<file path="src/rtl/mac_pkg.sv">
// Shared types and helpers for the pipelined multiply-accumulate unit.
package mac_pkg;

  // Operand mode encoding carried in each transaction's tag
  localparam logic MODE_UNSIGNED = 1'b0;
  localparam logic MODE_SIGNED   = 1'b1;

  // Per-stage tag bundle that travels alongside the operands
  typedef struct packed {
    logic valid;
    logic is_signed;
    logic acc_clear;
  } tag_t;

  // Width of one operand-B slice
  function automatic int SLICE_W(input int in_w, input int slices);
    return in_w / slices;
  endfunction

endpackage

</file>
<file path="src/rtl/mac_slice_stage.sv">
// One partial-product stage: multiplies A by slice K of B, adds it to the
// incoming running sum and registers operands, tag and sum for the next stage.
module mac_slice_stage
  import mac_pkg::*;
#(
  parameter int IN_W   = 16,
  parameter int SLICES = 2,
  parameter int K      = 0
) (
  input  logic              clk,
  input  logic              reset,
  input  logic              stall,
  input  tag_t              tag_i,
  input  logic [IN_W-1:0]   a_i,
  input  logic [IN_W-1:0]   b_i,
  input  logic [2*IN_W:0]   sum_i,
  output tag_t              tag_o,
  output logic [IN_W-1:0]   a_o,
  output logic [IN_W-1:0]   b_o,
  output logic [2*IN_W:0]   sum_o
);

  localparam int SW = SLICE_W(IN_W, SLICES);
  localparam int PW = 2 * IN_W + 1;

  logic [SW-1:0]   slice;
  logic [PW-1:0]   a_ext;
  logic [PW-1:0]   b_ext;
  logic [PW-1:0]   partial;
  logic [PW-1:0]   sum_d;

  tag_t            tag_q;
  logic [IN_W-1:0] a_q;
  logic [IN_W-1:0] b_q;
  logic [PW-1:0]   sum_q;

  // Extend A and this stage's B slice by mode, form the shifted partial and add it
  always_comb begin
    slice = b_i[K*SW +: SW];
    if (tag_i.is_signed == MODE_SIGNED) begin
      a_ext = {{(PW-IN_W){a_i[IN_W-1]}}, a_i};
    end else begin
      a_ext = {{(PW-IN_W){1'b0}}, a_i};
    end
    // Only the top slice carries the sign of B; lower slices are magnitude bits
    if ((tag_i.is_signed == MODE_SIGNED) && (K == SLICES - 1)) begin
      b_ext = {{(PW-SW){slice[SW-1]}}, slice};
    end else begin
      b_ext = {{(PW-SW){1'b0}}, slice};
    end
    partial = (a_ext * b_ext) << (K * SW);
    sum_d   = sum_i + partial;
  end

  // Stage register: everything holds while stalled, cleared on reset
  always_ff @(posedge clk or negedge reset) begin
    if (!reset) begin
      tag_q <= '0;
      a_q   <= '0;
      b_q   <= '0;
      sum_q <= '0;
    end else if (!stall) begin
      tag_q <= tag_i;
      a_q   <= a_i;
      b_q   <= b_i;
      sum_q <= sum_d;
    end
  end

  assign tag_o = tag_q;
  assign a_o   = a_q;
  assign b_o   = b_q;
  assign sum_o = sum_q;

endmodule

</file>
<file path="src/rtl/mac_pipeline.sv">
// Stallable pipelined multiply-accumulate: SLICES partial-product stages,
// a product output register, and a wrap-around accumulator with sticky overflow.
module mac_pipeline
  import mac_pkg::*;
#(
  parameter int IN_W   = 16,
  parameter int SLICES = 2,
  parameter int ACC_W  = 40
) (
  input  logic                clk,
  input  logic                reset,
  input  logic                stall,
  input  logic                in_valid,
  input  logic [IN_W-1:0]     in_a,
  input  logic [IN_W-1:0]     in_b,
  input  logic                in_signed,
  input  logic                in_acc_clear,
  output logic                prod_valid,
  output logic [2*IN_W-1:0]   prod_out,
  output logic                acc_valid,
  output logic [ACC_W-1:0]    acc_out,
  output logic                acc_ovf,
  output logic                busy
);

  localparam int PW = 2 * IN_W + 1;

  // Inter-stage connections; index 0 is the pipeline input
  tag_t            tag_s [SLICES+1];
  logic [IN_W-1:0] a_s   [SLICES+1];
  logic [IN_W-1:0] b_s   [SLICES+1];
  logic [PW-1:0]   sum_s [SLICES+1];

  assign tag_s[0] = {in_valid, in_signed, in_acc_clear};
  assign a_s[0]   = in_a;
  assign b_s[0]   = in_b;
  assign sum_s[0] = '0;

  generate
    for (genvar gi = 0; gi < SLICES; gi++) begin : g_stage
      mac_slice_stage #(
        .IN_W   (IN_W),
        .SLICES (SLICES),
        .K      (gi)
      ) u_stage (
        .clk    (clk),
        .reset  (reset),
        .stall  (stall),
        .tag_i  (tag_s[gi]),
        .a_i    (a_s[gi]),
        .b_i    (b_s[gi]),
        .sum_i  (sum_s[gi]),
        .tag_o  (tag_s[gi+1]),
        .a_o    (a_s[gi+1]),
        .b_o    (b_s[gi+1]),
        .sum_o  (sum_s[gi+1])
      );
    end
  endgenerate

  // The last stage's operands and the sum's guard bit are not needed downstream
  logic unused_ok;
  assign unused_ok = ^{a_s[SLICES], b_s[SLICES], sum_s[SLICES][PW-1]};

  tag_t              prod_tag_q;
  logic [2*IN_W-1:0] prod_q;
  logic [ACC_W-1:0]  acc_q;
  logic [ACC_W-1:0]  acc_d;
  logic              acc_valid_q;
  logic              ovf_q;
  logic              ovf_d;
  logic [ACC_W-1:0]  prod_ext;
  logic [ACC_W:0]    acc_sum;
  logic              ovf_now;
  logic              stage_busy;

  // Product output register: truncated sum plus the transaction tag
  always_ff @(posedge clk or negedge reset) begin
    if (!reset) begin
      prod_tag_q <= '0;
      prod_q     <= '0;
    end else if (!stall) begin
      prod_tag_q <= tag_s[SLICES];
      prod_q     <= sum_s[SLICES][2*IN_W-1:0];
    end
  end

  // Accumulator next state: clear, add with wrap, and mode-dependent overflow
  always_comb begin
    prod_ext = (prod_tag_q.is_signed == MODE_UNSIGNED) ? ACC_W'(prod_q)
                                                        : ACC_W'($signed(prod_q));
    acc_sum  = {1'b0, acc_q} + {1'b0, prod_ext};
    if (prod_tag_q.is_signed == MODE_SIGNED) begin
      ovf_now = (acc_q[ACC_W-1] == prod_ext[ACC_W-1]) &&
                (acc_sum[ACC_W-1] != acc_q[ACC_W-1]);
    end else begin
      ovf_now = acc_sum[ACC_W];
    end
    acc_d = acc_q;
    ovf_d = ovf_q;
    if (prod_tag_q.valid) begin
      if (prod_tag_q.acc_clear) begin
        acc_d = prod_ext;
        ovf_d = 1'b0;
      end else begin
        acc_d = acc_sum[ACC_W-1:0];
        ovf_d = ovf_q | ovf_now;
      end
    end
  end

  // Accumulator register: invalid slots leave the sum and flag untouched
  always_ff @(posedge clk or negedge reset) begin
    if (!reset) begin
      acc_q       <= '0;
      ovf_q       <= 1'b0;
      acc_valid_q <= 1'b0;
    end else if (!stall) begin
      acc_q       <= acc_d;
      ovf_q       <= ovf_d;
      acc_valid_q <= prod_tag_q.valid;
    end
  end

  // Busy whenever any slot in the pipe holds a valid transaction
  always_comb begin
    stage_busy = 1'b0;
    for (int k = 1; k <= SLICES; k++) begin
      stage_busy = stage_busy | tag_s[k].valid;
    end
  end

  assign busy       = stage_busy | prod_tag_q.valid | acc_valid_q;
  assign prod_valid = prod_tag_q.valid;
  assign prod_out   = prod_q;
  assign acc_valid  = acc_valid_q;
  assign acc_out    = acc_q;
  assign acc_ovf    = ovf_q;

endmodule

</file>
<file path="config.mk">
export PLATFORM = sky130hd
export DESIGN_NAME = mac_pipeline
export DESIGN_NICKNAME = d
export VERILOG_FILES = /design/src/rtl/mac_pkg.sv /design/src/rtl/mac_slice_stage.sv /design/src/rtl/mac_pipeline.sv
export SDC_FILE = /design/constraint.sdc
export NUM_CORES = 1
export LEC_CHECK = 0
export BUFFER_PORTS_ARGS = -buffer_cell sky130_fd_sc_hd__buf_2
export CAP_MARGIN = 10
export CORE_ASPECT_RATIO = 0.75
export CORE_MARGIN = 1.5
export CORE_UTILIZATION = 40
export DETAILED_ROUTE_END_ITERATION = 16
export PLACE_DENSITY = 0.54
export SLEW_MARGIN = 20
export SYNTH_ARGS = -nofsm -noshare
export SYNTH_HDL_FRONTEND = slang
export SYNTH_SLANG_ARGS = --single-unit
</file>
<file path="constraint.sdc">
create_clock -name clk -period 7 [get_ports clk]
set_clock_uncertainty 0.2 [all_clocks]
set_input_delay 1.4 -clock clk [delete_from_list [all_inputs] [get_ports clk]]
set_output_delay 1.4 -clock clk [all_outputs]
set_load 0.02 [all_outputs]
</file>
==> impl_results.md <==
- Area contributors post-synth: fa_1 26%, dfrtp_1 19%, ha_1 11%
- Distinct cells, synth: 76
- Max_cap viols: 0
- DRC Markers: 0
- Pin count of the biggest net entering global routing: 105
- Sequential element share of the synthesized area: 19.3%
- CTS tree: built
- Number of synthesis warnings: 0
- CP Capture Type: register
- Clk pin slew, worst setup/hold paths: 0.08 ns
- Cell count after synthesis: 2,383
- Yosys top cell by area: fa_1
- Final slew viol count: 0
- Post-CTS Hold Buffers: 0
- Synth top cells by count: 377 x inv_1, 292 x fa_1, 230 x nand2_1
- Layout cells sized above 1: 21.7%
- WL/cell: 17.7 um
- Synth Area in XOR/XNOR: 4.42%
- CTS Buf Count: 17
- Max Fclk: 0.138 GHz
- Critical path's top delay family: adder cells
- GPL Wtd Cong: 0.941
- Post-route ant nets: 0
- Critical path's most frequent cell: fa_1
- First-pass GRT wire length: 94,400 um
- Synth Area in Compound Gates: 11.4%
- Post-layout min period: 7.24 ns
- Synth Area in Adders: 37.2%
- Vias per inst: 5.11
- EDFF count, synth: 0
- Area Growth Syn to Fin: 17.6%
- Max Buffers Root-to-Sink: 2
- Initial core utilization: 40.6%
- Period utilisation layout: 103%
- Clock Tree Root: clkbuf_16
- CP bufs+invs: 6
- Mux cell area share after synthesis: 4.82%
- Tightest Pin Transition: 1.07 ns
- Post-Route WL: 59,500 um
- HPWL after detailed placement: 49,200 um
- Worst Hold Slack: 0.283 ns
- Ys flop type: dfrtp_1
- Port buffer count: 113
- Die area: 56,800 sq um
- Crit path DAT: 7.40 ns
- Drt pass-1 iters: 5
- # diodes: 0
- Gr usage total: 21.5%
- Synth top area share: 26.4%
- Syn_nets: 2,903
- Share of flip-flops with an asynchronous set or reset: 100%
- Core Util, Final: 47.7%
- H-tree Lvls: 4
- Setup TNS Final: -0.851 ns
- Die Span Y: 207 um
- Final hold viol count: 0
- RSZ-0062 raised after global routing: yes
- Mapped Area: 22,100 sq um
- Slowest-stage cell, CP: fa_1
- Core Rows: 74
- Worst-Skew Late Latency: 0.47 ns
- Final setup viols: 6
- Clk sinks: 171
- Critical path type: register to register
- Status: complete, but fails checks
- Critical Path RT: 7.16 ns
- Hold Crit Class: register to register
- CP Max Fanout: 7
- IO Count: 114
- Synth Area per Inst: 9.29 sq um
- #FFs+latches synth: 171
- DIE WIDTH: 275 um
- Post-synthesis simple-gate area fraction: 14.7%
- Core ar.: 54,500 sq um
- Failing checks: negative setup slack
- Slew HR: 28.8%
- Iter 0 DRT Violations: 882
- GRT overflow: 0
- Max incr delay on CP: 0.59 ns
- Top-count cell post-synth: inv_1
- Fin worst setup slack: -0.235 ns
- Antenna violations before repair: 5
- Largest family of logic cells by synthesized area: adder cells
- Fillcell total: 5,173
- Number of global-route vias before repair: 17,500
- Vias: 17,100
- Nets@finish: 3,144
- Crit path launch type: register
stage by stage:
step	std cells	instance area (sq um)	worst slack [ns]
after global placement	3296	24700	-0.304
final	3359	26000	-0.235
after detailed placement	3296	24700	-0.440
after floorplan	2383	22300	-0.0520
after global routing	3359	26000	-0.559
after CTS	3345	25600	-0.250
repair_timing:
action | in CTS | in global routing
pin swaps | 28 | 66
gates resized for setup | 76 | 55
setup endpoints to repair | 8 | 9
endpoints found under the hold margin | 0 | 0
gates cloned | 0 | 1
buffers inserted | 17 | 13
worst paths after layout:
check                                               endpoint  slack [ns]                         start  cells past startpoint
worst max-delay path            g_stage[1].u_stage.sum_o[30]       -0.24   g_stage[0].u_stage.tag_o[1]                     25
worst min-delay path            g_stage[1].u_stage.sum_o[31]        0.28  g_stage[1].u_stage.sum_o[31]                      2
worst max register to register  g_stage[1].u_stage.sum_o[30]       -0.24   g_stage[0].u_stage.tag_o[1]                     25
worst min register to register  g_stage[1].u_stage.sum_o[31]        0.28  g_stage[1].u_stage.sum_o[31]                      2
max in group asynchronous       g_stage[1].u_stage.sum_o[31]        4.57                         reset                      2
min in group asynchronous                         acc_out[1]        0.80                         reset                      1
area by class of cell:
type	count	area [sq um]	share of cell area [%]
timing repair buffer	321	2240	8.61
multi-input combinational	1734	16600	63.7
clock buffer	17	425	1.63
inverter	379	1420	5.46
tap	722	903	3.47
sequential	171	4300	16.5
clock inverter	15	170	0.654
cell families (layout without fill, tap and decap cells):
family | Yosys count | after routing
simple gates | 645 | 645
fa+ha+maj | 482 | 482
buf+inv | 478 | 732
compound gates | 401 | 401
flops | 171 | 171
xor+xnor | 110 | 110
mux | 96 | 96
cell usage in the layout, fill, tap and decap left out, types with 10 or more instances in the layout:
cell	n
inv_1	360
fa_1	282
nand2_1	226
buf_4	193
ha_1	172
and2_1	159
dfrtp_1	157
buf_2	112
a21oi_1	109
mux2_2	84
o21ai_0	81
nor2_1	75
xnor2_1	72
a21o_1	55
xor2_1	36
nand3_1	35
and3_1	32
nor2b_1	18
nor3_1	18
inv_2	18
o21a_1	18
clkbuf_16	18
ha_4	16
o21bai_1	14
a31oi_1	14
dfrtp_2	14
a211oi_1	13
mux2i_1	12
o211ai_1	11
nand4_1	10
nand2b_1	10
o31ai_1	10
fa_2	10
buf_6	10
routing by layer:
layer  track usage [%]  vias up  share of wire (%)
met4              4.45        6               0.95
met1              32.0     8576                 50
li1                  -     8208                  -
met5                 0        -              0.086
met3              3.99       37                5.9
met2              32.5      321                 44
worst register-to-register path, stage by stage, from the launching register on:
cell      delay [ns]
dfrtp_2         0.48
buf_6           0.13
and3_4          0.20
fa_2            0.47
fa_1            0.51
inv_1           0.08
fa_1            0.59
inv_1           0.07
fa_1            0.50
fa_1            0.44
fa_1            0.50
inv_1           0.05
fa_1            0.48
inv_1           0.07
ha_4            0.24
a21o_1          0.18
a221o_1         0.33
a21oi_2         0.17
buf_4           0.16
nand4_1         0.17
nand2_1         0.13
xnor2_1         0.08
ha_2            0.18
or3b_4          0.38
a211o_1         0.27
o311ai_1        0.08
state kept, by name, summed over array words and instances (netlist names):
name and flops:
g_stage.u_stage.sum_o 64, prod_valid 1, prod_out 32, g_stage.u_stage.a_o 16, acc_valid 1, prod_tag_q 2
acc_ovf 1, g_stage.u_stage.b_o 8, g_stage.u_stage.tag_o 6, acc_out 40
Power is left out: the tool's default activity adds up to more than one toggle a clock period on the data nets, which glitch-free logic cannot reach.
